### src/rtl/hsv_core_pkg.sv
// Shared core helpers: index-width sizing and modular index arithmetic used by
// arbiters and schedulers across the core.
package hsv_core_pkg;

    // Width of an index into n entries; never narrower than one bit.
    function automatic int idx_bits(input int n);
        return (n > 32'sd1) ? $clog2(n) : 32'sd1;
    endfunction

    // Single-step modular wrap: v is known to be below 2*n.
    function automatic int wrap_idx(input int v, input int n);
        return (v >= n) ? (v - n) : v;
    endfunction

endpackage

### src/rtl/hsv_core_rr_pick.sv
// Combinational round-robin pick: rotates the request vector so the entry after
// `last` sits at bit 0, then priority-encodes the lowest set bit.
module hsv_core_rr_pick
    import hsv_core_pkg::*;
#(
    parameter int NUM_REQ = 4,
    parameter int IdBits  = idx_bits(NUM_REQ)
) (
    input  logic [NUM_REQ-1:0] req,
    input  logic [IdBits-1:0]  last,
    output logic [IdBits-1:0]  grant,
    output logic               any
);

    int                 start_s;
    int                 offset_s;
    logic               any_s;
    logic [NUM_REQ-1:0] rot_s;

    // First candidate follows the previous winner; NUM_REQ need not be a power of two.
    always_comb begin
        start_s = wrap_idx(int'(last) + 32'sd1, NUM_REQ);
    end

    // Rotate requests so priority order becomes plain bit order.
    always_comb begin
        rot_s = '0;
        for (int i = 0; i < NUM_REQ; i++) begin
            rot_s[i] = req[wrap_idx(start_s + i, NUM_REQ)];
        end
    end

    // Lowest set bit of the rotated vector wins.
    always_comb begin
        offset_s = 32'sd0;
        any_s    = 1'b0;
        for (int i = NUM_REQ - 1; i >= 0; i--) begin
            if (rot_s[i]) begin
                offset_s = i;
                any_s    = 1'b1;
            end else begin
                offset_s = offset_s;
                any_s    = any_s;
            end
        end
    end

    // Undo the rotation to recover the absolute requester index.
    always_comb begin
        grant = IdBits'(wrap_idx(start_s + offset_s, NUM_REQ));
        any   = any_s;
    end

endmodule

### src/rtl/hsv_core_rr_arbiter.sv
// Round-robin arbiter sharing one registered valid/ready channel between NUM_REQ
// producers, with per-owner lock to keep multi-beat transfers contiguous.
module hsv_core_rr_arbiter
    import hsv_core_pkg::*;
#(
    parameter int  WIDTH   = 32,
    parameter int  NUM_REQ = 4,
    localparam int IdBits  = idx_bits(NUM_REQ)
) (
    input  logic                            clk_core,
    input  logic                            rst_core,
    input  logic                            flush,
    input  logic [NUM_REQ-1:0]              valid_i,
    output logic [NUM_REQ-1:0]              ready_o,
    input  logic [NUM_REQ-1:0][WIDTH-1:0]   in,
    input  logic [NUM_REQ-1:0]              lock_i,
    input  logic                            ready_i,
    output logic                            valid_o,
    output logic [WIDTH-1:0]                out,
    output logic [IdBits-1:0]               out_id
);

    typedef logic [NUM_REQ-1:0][WIDTH-1:0] payload_arr_t;

    localparam logic [IdBits-1:0] LastIdx = IdBits'(NUM_REQ - 32'sd1);

    payload_arr_t        in_s;
    logic                valid_r;
    logic [WIDTH-1:0]    out_r;
    logic [IdBits-1:0]   out_id_r;
    logic [IdBits-1:0]   last_grant_r;
    logic                locked_r;

    logic                accept_s;
    logic [IdBits-1:0]   pick_grant_s;
    logic                pick_any_s;
    logic [IdBits-1:0]   grant_s;
    logic [NUM_REQ-1:0]  ready_s;
    logic                fire_s;
    logic                lock_next_s;

    assign in_s = in;

    hsv_core_rr_pick #(
        .NUM_REQ (NUM_REQ),
        .IdBits  (IdBits)
    ) u_pick (
        .req   (valid_i),
        .last  (last_grant_r),
        .grant (pick_grant_s),
        .any   (pick_any_s)
    );

    // Output stage takes a new beat when empty or when the current one drains.
    always_comb begin
        accept_s = ~valid_r | ready_i;
    end

    // A locked owner keeps the grant regardless of who else is requesting.
    always_comb begin
        if (locked_r) begin
            grant_s = last_grant_r;
        end else begin
            grant_s = pick_grant_s;
        end
    end

    // Owner under lock sees ready even while idle so its burst is never interleaved.
    always_comb begin
        ready_s = '0;
        for (int k = 0; k < NUM_REQ; k++) begin
            if (k == int'(grant_s)) begin
                ready_s[k] = accept_s & ~flush & (locked_r | (pick_any_s & valid_i[k]));
            end else begin
                ready_s[k] = 1'b0;
            end
        end
    end

    // Transfer detection and lock request of the winner; one requester cannot lock.
    always_comb begin
        fire_s = |(ready_s & valid_i);
        if (NUM_REQ > 32'sd1) begin
            lock_next_s = lock_i[grant_s];
        end else begin
            lock_next_s = 1'b0;
        end
    end

    // Output register, grant history and lock state; flush outranks any transfer.
    always_ff @(posedge clk_core) begin
        if (rst_core) begin
            valid_r      <= 1'b0;
            out_r        <= '0;
            out_id_r     <= '0;
            last_grant_r <= LastIdx;
            locked_r     <= 1'b0;
        end else if (flush) begin
            valid_r      <= 1'b0;
            last_grant_r <= LastIdx;
            locked_r     <= 1'b0;
        end else if (accept_s) begin
            if (fire_s) begin
                valid_r      <= 1'b1;
                out_r        <= in_s[grant_s];
                out_id_r     <= grant_s;
                last_grant_r <= grant_s;
                locked_r     <= lock_next_s;
            end else begin
                valid_r      <= 1'b0;
            end
        end else begin
            valid_r <= valid_r;
        end
    end

    assign ready_o = ready_s;
    assign valid_o = valid_r;
    assign out     = out_r;
    assign out_id  = out_id_r;

endmodule

### config.mk
export PLATFORM = sky130hd
export DESIGN_NAME = hsv_core_rr_arbiter
export DESIGN_NICKNAME = d
export VERILOG_FILES = /design/src/rtl/hsv_core_pkg.sv /design/src/rtl/hsv_core_rr_pick.sv /design/src/rtl/hsv_core_rr_arbiter.sv
export SDC_FILE = /design/constraint.sdc
export NUM_CORES = 1
export LEC_CHECK = 0
export ABC_AREA = 1
export CORE_MARGIN = 4
export CORE_UTILIZATION = 30
export CTS_BUF_LIST = sky130_fd_sc_hd__clkbuf_4
export DETAILED_ROUTE_END_ITERATION = 10
export GPL_ROUTABILITY_DRIVEN = 0
export PLACE_DENSITY = 0.63
export SLEW_MARGIN = 5
export SYNTH_ARGS = -nofsm -noshare
export SYNTH_HDL_FRONTEND = slang
export SYNTH_SLANG_ARGS = --single-unit
export TNS_END_PERCENT = 5
### constraint.sdc
create_clock -name clk_core -period 3.3 [get_ports clk_core]
set_input_delay 0.33 -clock clk_core [delete_from_list [all_inputs] [get_ports clk_core]]
set_output_delay 0.33 -clock clk_core [all_outputs]
set_load 0.02 [all_outputs]
; Word level (Yosys, flattened, before mapping)
; Index checks and enable logic that the tools add are counted.
; Widths: inputs -> output; s select.
[classes]
bitwise = 17
eq_ne = 3
addsub = 11
muxes = 36
order_cmp = 11
reduce_logical = 5
[op_table]
columns = op, count
row1 = $ge 32x4->1 const B, 6
row2 = $mux 32, 6
row3 = $sub 32x4->32 const B, 5
row4 = $lt 32x4->1 const B, 4
row5 = $add 32x3->32 const B, 2
row6 = $bmux 32 s2, 1
row7 = $add 32x2->32 const B, 1
row8 = $add 32x3->32, 1
row9 = $mux 1, 18
row10 = $mux 2, 6
row11 = $bmux 1 s2, 5
row12 = $and 1x1->1, 9
row13 = $or 1x1->1, 5
row14 = $and 4x4->4, 1
row15 = $eq 2x2->1 const A, 2
row16 = $reduce_or 4->1, 1
row17 = $add 2x1->3 const B, 1
row18 = $lt 2x3->1 const B, 1
row19 = $reduce_and 3->1, 1
row20 = $eq 1x2->1 const A, 1
row21 = $logic_not 2->1, 1
row22 = $not 1->1, 2
row23 = $reduce_and 2->1, 1
row24 = $reduce_or 2->1, 1
row25 = $sub 2x1->2 const B, 1
[totals]
ff_bits = 38
in_bits = 140
word_cells = 88
output_inout_bits = 39

; Logic depth before layout (Yosys ltp)
; Gate-level depths: netlist of run 1.
[logic_depth]
depth_word = 22
mapped_depth = 20
ltp_nobuf = 19

; Cells and area by module
; Synthesis of run 1 repeated with hierarchy kept, for this count alone.
[hier_totals]
hier_cells = 503
area_unflattened_um2 = 2812.7
[by_module_without_submodules]
columns = module, instances, seq_area_each_um2, cells_each, area_each_um2
row1 = hsv_core_rr_arbiter, 1, 760.7, 446, 2533.7
row2 = hsv_core_rr_pick, 1, 0.0, 57, 279.0

; Least setup slack after synthesis of run 1
; OpenSTA, ideal clock, no wires.
[synth_timing]
path_kind = register -> output
startpoint = register last_grant_r[1]
endpoint = output ready_o[2]
arrival_time_ps = 2495
t_required_ps = 2970
slack_ps = 475
path_buffers = 2
path_stages_with_launch = 14
cell_sequence = dfxtp_1 -> inv_2 -> nand2_1 -> nand2_2 -> nand2_1 -> nand2_1 -> a31oi_1 -> nor2_1 -> ha_1 -> nand2_1 -> nand2_1 -> clkbuf_1 -> clkbuf_1 -> nor4_1
[synth_between]
elab_chain_len = 19
word_cells_on_any_way = 49
cone_classes = add/sub: 11 / order compare: 6 / eq/ne: 1 / mux: 28 / bitwise: 3
[synth_rtl]
columns = item, line_no
row1 = from (decl), hsv_core_rr_arbiter.sv:31  ; logic [IdBits-1:0] last_grant_r;
row2 = from (signal assigned), hsv_core_rr_arbiter.sv:96  ; last_grant_r <= LastIdx;
row3 = from (signal assigned), hsv_core_rr_arbiter.sv:100  ; last_grant_r <= LastIdx;
row4 = from (signal assigned), hsv_core_rr_arbiter.sv:107  ; last_grant_r <= grant_s;
row5 = $add 2x1->3, hsv_core_rr_pick.sv:22  ; start_s = wrap_idx(int'(last) + 32'sd1, NUM_REQ);
row6 = $sub 32x4->32 / $ge 32x4->1 (equally long branches), hsv_core_pkg.sv:12  ; return (v >= n) ? (v - n) : v;
row7 = $mux 32, hsv_core_pkg.sv:12
row8 = $add 32x3->32, hsv_core_rr_pick.sv:29  ; rot_s[i] = req[wrap_idx(start_s + i, NUM_REQ)];
row9 = $sub 32x4->32 / $ge 32x4->1 (equally long branches), hsv_core_pkg.sv:12
row10 = $mux 32, hsv_core_pkg.sv:12
row11 = $bmux 1 s2, hsv_core_rr_pick.sv:29
row12 = $mux 1 (not written as such) (2 in a row), hsv_core_rr_pick.sv:29
row13 = $mux 2 (4 in a row), hsv_core_rr_pick.sv:38  ; if (rot_s[i]) begin
row14 = $add 32x3->32, hsv_core_rr_pick.sv:50  ; grant = IdBits'(wrap_idx(start_s + offset_s, NUM_REQ));
row15 = $ge 32x4->1 / $sub 2x1->2 (equally long branches), hsv_core_pkg.sv:12
row16 = $mux 2, hsv_core_pkg.sv:12
row17 = $mux 2, hsv_core_rr_arbiter.sv:61  ; if (locked_r) begin
row18 = $eq 2x2->1, hsv_core_rr_arbiter.sv:72  ; if (k == int'(grant_s)) begin
row19 = $mux 1 *, hsv_core_rr_arbiter.sv:72
row20 = to (decl), hsv_core_rr_arbiter.sv:14  ; output logic [NUM_REQ-1:0] ready_o,
; Mark *: on every way between the ends. The rest lies on a longest branch, timed or not. The select of a mux whose other input is x is not followed.

; Worst setup path in the final report of run 1
[layout_timing]
startpoint = register last_grant_r[0]
endpoint = output ready_o[2]
; Same word-level chain as after synthesis.

==> results of run 1 <==
## worst max-delay path by stage
stage / to / slack (ns) / cells past startpoint
2_1_floorplan: ready_o[2] / 0.47 / 13
3_3_place_gp: out[17] / 0.04 / 20
3_5_place_dp: out[1] / 0.01 / 20
4_1_cts: ready_o[1] / 0.09 / 13
5_1_grt: out[1] / -0.009 / 18
6_report: ready_o[2] / 0.27 / 15
## worst min-delay path: cells and delay by family, from the launching register on
| family | cells | cell delay [ns] |
|---|---|---|
| DFF | 1 | 0.35 |
| and+or+nand+nor | 2 | 0.13 |
## metrics by stage
stage / util (%) / setup slack [ns]
after global routing: 52.3 / -0.00917
after detailed placement: 51.4 / 0.0133
after floorplan: - / 0.475
after CTS: 52.2 / 0.0907
final: 52.3 / 0.274
after global placement: 51.4 / 0.0363
## power groups by stage
stage / sequential, mW / clock, mW / combinational (mW)
5_1_grt: 0.596 / 0.365 / 1.61
3_3_place_gp: 0.593 / 0 / 1.46
4_1_cts: 0.586 / 0.347 / 1.48
2_1_floorplan: 0.691 / 0 / 0.819
3_5_place_dp: 0.595 / 0 / 1.47
6_report: 0.584 / 0.336 / 1.46
## placed cells by master, fill, tap and decap left out
cell | Yosys | routed
sky130_fd_sc_hd__o211ai_1 | 1 | 1
sky130_fd_sc_hd__dlygate4sd2_1 | 0 | 2
sky130_fd_sc_hd__nor2_1 | 75 | 75
sky130_fd_sc_hd__buf_4 | 4 | 17
sky130_fd_sc_hd__ha_1 | 1 | 1
sky130_fd_sc_hd__nor4_1 | 2 | 2
sky130_fd_sc_hd__xor2_1 | 1 | 1
sky130_fd_sc_hd__a21boi_0 | 1 | 1
sky130_fd_sc_hd__nand2_2 | 5 | 6
sky130_fd_sc_hd__a21oi_1 | 3 | 3
sky130_fd_sc_hd__clkdlybuf4s50_1 | 0 | 174
sky130_fd_sc_hd__nor2_8 | 1 | 1
sky130_fd_sc_hd__nand2_1 | 148 | 147
sky130_fd_sc_hd__bufinv_16 | 0 | 1
sky130_fd_sc_hd__nor2_2 | 2 | 2
sky130_fd_sc_hd__dlymetal6s2s_1 | 0 | 2
sky130_fd_sc_hd__nor2_4 | 2 | 2
sky130_fd_sc_hd__clkbuf_4 | 0 | 7
sky130_fd_sc_hd__buf_12 | 0 | 1
sky130_fd_sc_hd__nand3_2 | 1 | 1
sky130_fd_sc_hd__inv_1 | 43 | 43
sky130_fd_sc_hd__inv_2 | 4 | 4
sky130_fd_sc_hd__dfxtp_1 | 38 | 38
sky130_fd_sc_hd__nand2_4 | 1 | 1
sky130_fd_sc_hd__nand4_2 | 1 | 1
sky130_fd_sc_hd__nand4_1 | 37 | 37
sky130_fd_sc_hd__a31oi_1 | 1 | 1
sky130_fd_sc_hd__nand3_1 | 105 | 105
## sequential cells by signal (all words and copies together) (netlist names)
name,flops
valid_o,1
out,32
out_id,2
last_grant_r,2
locked_r,1
## synth_stat cells (2+ instances only)
library cell	n
sky130_fd_sc_hd__nand3_1	105
sky130_fd_sc_hd__a21oi_1	3
sky130_fd_sc_hd__buf_6	9
sky130_fd_sc_hd__buf_4	4
sky130_fd_sc_hd__nand2_1	148
sky130_fd_sc_hd__buf_2	11
sky130_fd_sc_hd__nor4_1	2
sky130_fd_sc_hd__nor2_2	2
sky130_fd_sc_hd__nand2_2	5
sky130_fd_sc_hd__nand4_1	37
sky130_fd_sc_hd__nor2_4	2
sky130_fd_sc_hd__buf_1	2
sky130_fd_sc_hd__nor2_1	75
sky130_fd_sc_hd__dfxtp_1	38
sky130_fd_sc_hd__inv_2	4
sky130_fd_sc_hd__inv_1	43
sky130_fd_sc_hd__clkbuf_1	7
## what timing repair did
action                                  CTS  global route
endpoints found under the setup margin    2             3
resized for setup                         2             2
hold buffers                              0             0
## kinds of logic (layout without fill, tap and decap cells)
logic type,count (synthesis),count (layout)
adders and majority gates,1,1
DFF,38,38
xor gates and xnor gates,1,1
and+or+nand+nor,380,380
buffers and inverters,80,251
AOI/OAI and AO/OA,6,6
## routing by layer
metal	GRT usage, %	routed length [um]
met1	22.2	4720
met2	36.2	5790
met3	5.78	1100
met4	4.84	173
met5	0	0
## area by class of cell
cell class,instances,area share (%)
Multi-Input combinational cell,388,36.5
Clock inverter,1,0.613
Clock buffer,7,1.07
Tap cell,129,3.29
Sequential cell,38,15.5
Inverter,47,3.60
Timing Repair Buffer,196,39.4
==> impl_metrics.tcl, run 1 <==
set metrics [dict create \
    power.ir.vdd_worst_uv 243 \
    grt_max_degree 37 \
    global_route_wire_length_before_repair_um 18200 \
    layout_min_cycle_time_ns 3.03 \
    power_frac_clock_pct 14.1 \
    timing_worst_slew_pin_value_ns 1.13 \
    synth_compound_gate_area_share_pct 1.23 \
    ant_nets 0 \
    post_route_cells_drive_above_1_share_pct 6.50 \
    synth-xor-area-share_pct 0.298 \
    synth_cell_type_count 26 \
    ys_ff_latch 38 \
    layout-area-overhead-vs-synth_pct 66.6 \
    reg2reg_to "out[1]" \
    n_antenna_cell 0 \
    post_cts_setup_buffers 0 \
    power_share_of_the_combinational_group_pct 61.4 \
    dr_total_vias 3914 \
    required_ns 2.97 \
    max_clock_freq_mhz 330 \
    rrSetupSlack_ns 0.32 \
    number_of_global_route_vias_before_repair 3765 \
    drtIter0Drc 193 \
    leakage_nw 2.22 \
    syn-instance-count 506 \
    timing_worst_setup_path_type "reg2out" \
    power.switching_fraction_pct 43.5 \
    groute.usage.overall_pct 19.7 \
    regToRegStartpoint "last_grant_r[0]" \
    max-slew-margin-rel_pct 24.6 \
    ctsHtreeMaxLevel 2 \
    initial_utilization_pct 31.4 \
    cts_tree "built" \
    synth.avg_cell_area_um2 5.81 \
    insertion_delay_ns 0.34 \
    per_cell_routed_wire_length_um 14.6 \
    floorplan.die.width_um 107 \
    synth_area_leader_cell "sky130_fd_sc_hd__dfxtp_1" \
    critical_path.max_stage_delay_ns 0.42 \
    worst_path_most_repeated_cell "sky130_fd_sc_hd__nand2_1" \
    placementRows 35 \
    whs_endpoint "out_id[0]" \
    synth_mux_area_share_pct 0 \
    antenna_found_initial 0 \
    total_internal_power_mw 1.35 \
    hold_path_class "reg2reg" \
    totalNegativeSetupSlack_ns 0 \
    cp-start-kind "register" \
    multi_input_area_um2 1790 \
    yosys_most_used_dff "sky130_fd_sc_hd__dfxtp_1" \
    cp_data_arrival_time_ns 2.70 \
    core_area_um2 9370 \
    final_min_period_over_clock_period_pct 91.7 \
    syn-num-nets 647 \
    cp-startpoint "last_grant_r[0]" \
    synth.area.top_cells "sky130_fd_sc_hd__dfxtp_1 (26%), sky130_fd_sc_hd__nand2_1 (19%), sky130_fd_sc_hd__nand3_1 (18%), sky130_fd_sc_hd__nor2_1 (9.6%), sky130_fd_sc_hd__nand4_1 (7.9%)" \
    critPathCaptureType "primary output" \
    yosys_warnings 0 \
    final_design_area_no_fill_um2 4900 \
    r2r.worst_path.cells 18 \
    cts_max_path_buffers 2 \
    finalHoldViolCount 0 \
    globalRoute.totalOverflow 0 \
    min-delay-start "out_id[0]" \
    placement.cell_area_um2 4810 \
    synth_simple_gate_area_share_pct 58.7 \
    report.final.setup_viol 0 \
    overall_power_of_the_completed_layout_mw 2.38 \
    die_h_um 107 \
    timing.critical_path.cells "buf_4 -> nand2_1 -> nand3_1 -> nand2_1 -> a31oi_1 -> nor2_1 -> ha_1 -> xor2_1 -> inv_1 -> nand2_2 -> nand2_1 -> nand2_2 -> nand2_4 -> nor4_1 -> dlygate4sd2_1" \
    drtPass1Iterations 4 \
    avgViaCountPerCell 4.86 \
    portBuffers 178 \
    power_density_relative_to_cell_area_nw_per_um2 486 \
    cts.root.buffer_cell "sky130_fd_sc_hd__clkbuf_4" \
    worstPathBufferInverterCount 3 \
    sequential_area_share_after_synthesis_pct 25.9 \
    worstPathMaxFanout 7 \
    wirelength_um 11800 \
    number_of_synthesized_flops_with_an_enable_pin 0 \
    fin_nets 817 \
    area_share_of_fa_ha_maj_cells_after_synthesis_pct 0.425 \
    critical_path.top_delay_family "simple AND/OR/NAND/NOR gates" \
    fin_cells 806 \
    finalHoldWorstSlack_ns 0.509 \
    async_flop_share_pct 0 \
    clock_sinks 38 \
    drcViolationCount 0 \
    status "finished clean" \
    clk_pin_slew_worst_paths_ns 0.12 \
    finalMaxSlewViolations 0 \
    seq_power_share_pct 24.5 \
    pin_count 179 \
    synth_top_family_by_area "simple AND/OR/NAND/NOR gates" \
    power.switching_mw 1.04 \
    max-cap-violations 0 \
    seqCellArea_um2 761 \
    clock_buffer_count_from_cts 5 \
    timing.hold.worst_path_depth 2 \
    fillers 981 \
    fp.dieArea_um2 11500 \
    final.setup_skew_ns 0.0115 \
    hpwlAfterDp_um 8870 \
    synth_largest_type_area_fraction_pct 25.9 \
    placed_cells 798 \
    syn-cell-area_um2 2940 \
    crit_path_top_delay_cell "sky130_fd_sc_hd__dfxtp_1" \
    unrepaired_setup_endpoints_after_global_routing "yes" \
]
(Power assumes the default switching activity.)
==> run 2, diff against run 1 <==
--- a/config.mk
+++ b/config.mk
@@ -5,13 +5,12 @@
 export SDC_FILE = /design/constraint.sdc
 export NUM_CORES = 1
 export LEC_CHECK = 0
-export ABC_AREA = 1
 export CORE_MARGIN = 4
 export CORE_UTILIZATION = 30
 export CTS_BUF_LIST = sky130_fd_sc_hd__clkbuf_4
 export DETAILED_ROUTE_END_ITERATION = 10
 export GPL_ROUTABILITY_DRIVEN = 0
-export PLACE_DENSITY = 0.63
+export PLACE_DENSITY = 0.61
 export SLEW_MARGIN = 5
 export SYNTH_ARGS = -nofsm -noshare
 export SYNTH_HDL_FRONTEND = slang
==> run 2 against run 1 <==
Synthesized cell count decreased by 11%; power increased by 23%; global-route usage decreased by 1.6 points; count of clock-buffer cells in the layout unchanged.
==> impl_metrics.tcl, run 2 <==
set metrics [dict create \
    max-cap-violations 0 \
    ant_nets 0 \
    reg2reg_to "out[28]" \
    timing.critical_path.cells "clkdlybuf4s50_1 -> or4_1 -> o2111ai_1 -> ha_1 -> xnor2_1 -> a21o_1 -> and3_4 -> a2111oi_2 -> clkdlybuf4s15_1" \
    clock_buffer_count_from_cts 5 \
    power.ir.vdd_worst_uv 237 \
    portBuffers 178 \
    post_route_cells_drive_above_1_share_pct 13.8 \
    report.final.setup_viol 0 \
    grt_max_degree 45 \
    route.layer.met1.wl_um 5070 \
    final_min_period_over_clock_period_pct 95.2 \
    critPathCaptureType "primary output" \
    syn-cell-area_um2 3280 \
    dr_total_vias 3895 \
    detailedPlace.worstSlack_ns -0.361 \
    topRoutingLayerUsed "met4" \
    required_ns 2.97 \
    antenna_found_initial 0 \
    avgViaCountPerCell 5.17 \
    number_of_global_route_vias_before_repair 4008 \
    layout-area-overhead-vs-synth_pct 61.3 \
    finalMaxSlewViolations 0 \
    min-delay-start "out_id[0]" \
    floorplan.die.width_um 113 \
    finalHoldViolCount 0 \
    initial_utilization_pct 31.3 \
    syn-num-nets 591 \
    globalRoute.totalOverflow 0 \
    die_h_um 113 \
    groute.usage.overall_pct 18.2 \
    pin_count 179 \
    final.setup_skew_ns 0.00648 \
    mostFrequentLayoutCell "sky130_fd_sc_hd__clkdlybuf4s50_1" \
    synth.avg_cell_area_um2 7.28 \
    synth.area.top_cells "sky130_fd_sc_hd__dfxtp_1 (23%), sky130_fd_sc_hd__nand2_1 (20%), sky130_fd_sc_hd__a221oi_2 (15%), sky130_fd_sc_hd__a311o_1 (9.8%), sky130_fd_sc_hd__a21oi_1 (5.6%)" \
    max-slew-margin-rel_pct 35.7 \
    routed-wl-met2_um 6110 \
    wirelength_um 12200 \
    drtIter0Drc 157 \
    power_density_relative_to_cell_area_nw_per_um2 553 \
    crit_path_top_delay_cell "sky130_fd_sc_hd__or4_1" \
    overall_power_of_the_completed_layout_mw 2.92 \
    leakage_nw 2.10 \
    max_clock_freq_mhz 318 \
    finalWorstSetupSlack_ns 0.158 \
    cp-start-kind "input port" \
    yosys_warnings 0 \
    sequential_area_share_after_synthesis_pct 23.2 \
    yosys_most_used_dff "sky130_fd_sc_hd__dfxtp_1" \
    fillers 1064 \
    status "finished clean" \
    insertion_delay_ns 0.34 \
    unrepaired_setup_endpoints_after_global_routing "yes" \
    clk_pin_slew_worst_paths_ns 0.11 \
    met3_length_um 903 \
    post-route-util_pct 50.5 \
    fp.dieArea_um2 12700 \
    ctsHtreeMaxLevel 2 \
    layout_min_cycle_time_ns 3.14 \
    cts_tree "built" \
    largest_register_ffs 32 \
    synth_area_leader_cell "sky130_fd_sc_hd__dfxtp_1" \
    core_area_um2 10500 \
    hpwlAfterDp_um 8860 \
    timing_worst_setup_path_type "in2out" \
    rrSetupSlack_ns 0.24 \
    post-synth-top-count-cell "sky130_fd_sc_hd__nand2_1" \
    mostFrequentLayoutCells "sky130_fd_sc_hd__clkdlybuf4s50_1 (173), sky130_fd_sc_hd__nand2_1 (171), sky130_fd_sc_hd__nor2_1 (41), sky130_fd_sc_hd__dfxtp_1 (38), sky130_fd_sc_hd__a21oi_1 (37)" \
    post_cts_setup_buffers 0 \
    drtPass1Iterations 6 \
    cts.root.buffer_cell "sky130_fd_sc_hd__clkbuf_4" \
    critical_path.max_stage_delay_ns 0.53 \
    drcViolationCount 0 \
    timing.hold.worst_path_depth 2 \
    timing_worst_slew_pin_value_ns 0.964 \
    per_cell_routed_wire_length_um 16.1 \
    synth_top_cells_by_count "sky130_fd_sc_hd__nand2_1 (171), sky130_fd_sc_hd__nor2_1 (41), sky130_fd_sc_hd__dfxtp_1 (38), sky130_fd_sc_hd__a21oi_1 (37)" \
    synth_largest_type_area_fraction_pct 23.2 \
    cp_data_arrival_time_ns 2.81 \
    syn-instance-count 450 \
    hold_path_class "reg2reg" \
    cts_max_path_buffers 2 \
    global_route_wire_length_before_repair_um 19400 \
    clock_sinks 38 \
    r2r.worst_path.cells 15 \
    async_flop_share_pct 0 \
    n_antenna_cell 0 \
    placementRows 37 \
    fin_nets 759 \
    whs_endpoint "out_id[0]" \
    ys_ff_latch 38 \
    worstPathMaxFanout 4 \
    number_of_synthesized_flops_with_an_enable_pin 0 \
    regToRegStartpoint "last_grant_r[0]" \
    synth_cell_type_count 49 \
]
[run 2: cell families after synthesis]
| group | synth area share, % |
|---|---|
| fa+ha+maj | 0.382 |
| xor+xnor | 0.267 |
| buf+inv | 9.16 |
| mux | 2.06 |
| simple gates | 29.8 |
| flops | 23.2 |
| compound gates | 35.1 |
[run 2: area by class of cell]
class / instances / area, um2 / share of cell area [%]
multi-input cells: 364 / 2250 / 42.6
repair buffers: 205 / 2030 / 38.5
flip-flops and latches: 38 / 761 / 14.4
well taps: 136 / 170 / 3.22
clock buffers: 7 / 52.6 / 0.994
inverters: 4 / 17.5 / 0.331
[run 2: metrics by stage]
step | cell area, um2 | hold slack (ns) | setup TNS, ns | std cells
final | 5290 | 0.478 | 0 | 754
after global placement | 5210 | 0.468 | -9.09 | 746
after floorplan | 3280 | 0.406 | 0 | 450
after global routing | 5290 | 0.525 | -0.0262 | 754
after CTS | 5260 | 0.483 | 0 | 753
after detailed placement | 5210 | 0.465 | -10.63 | 746
[run 2: critical path: cells and delay by family]
kind | cells | cell delay (ns)
buffers and inverters | 2 | 0.81
AND/OR/NAND/NOR | 2 | 0.74
AO/OA/AOI/OAI | 3 | 0.66
adder cells (fa/ha/maj) | 1 | 0.20
XOR/XNOR | 1 | 0.08
[run 2: metal layers]
| layer | vias to the layer above | track usage, % |
|---|---|---|
| met4 | 0 | 3.85 |
| met5 | - | 0 |
| met1 | 1837 | 22.1 |
| li1 | 1928 | - |
| met2 | 120 | 32.2 |
| met3 | 10 | 4.74 |
[run 2: worst max path at each step]
stage	cells after the start	to	startpoint	slack [ns]
after global placement	11	out[8]	valid_i[3]	-0.28
final	9	ready_o[0]	valid_i[3]	0.16
after CTS	10	out[2]	last_grant_r[0]	0.01
after global routing	11	ready_o[0]	valid_i[1]	-0.03
after detailed placement	11	out[28]	valid_i[3]	-0.36
after floorplan	9	ready_o[2]	valid_i[3]	0.06
[run 2: repair_timing]
action                                  4_1_cts  5_1_grt
endpoints found under the setup margin        4       35
resized for setup                             4        5
pin swaps                                     0        1
cloned                                        0        1
hold buffers                                  0        0
[run 2: report_power, final]
part	leakage (nW)	total [mW]	switching, mW	internal (mW)
Clock	0.0322	0.250	0.153	0.0970
Combinational	1.75	1.88	0.975	0.904
Sequential	0.317	0.795	0.163	0.633
Total	2.10	2.92	1.29	1.63
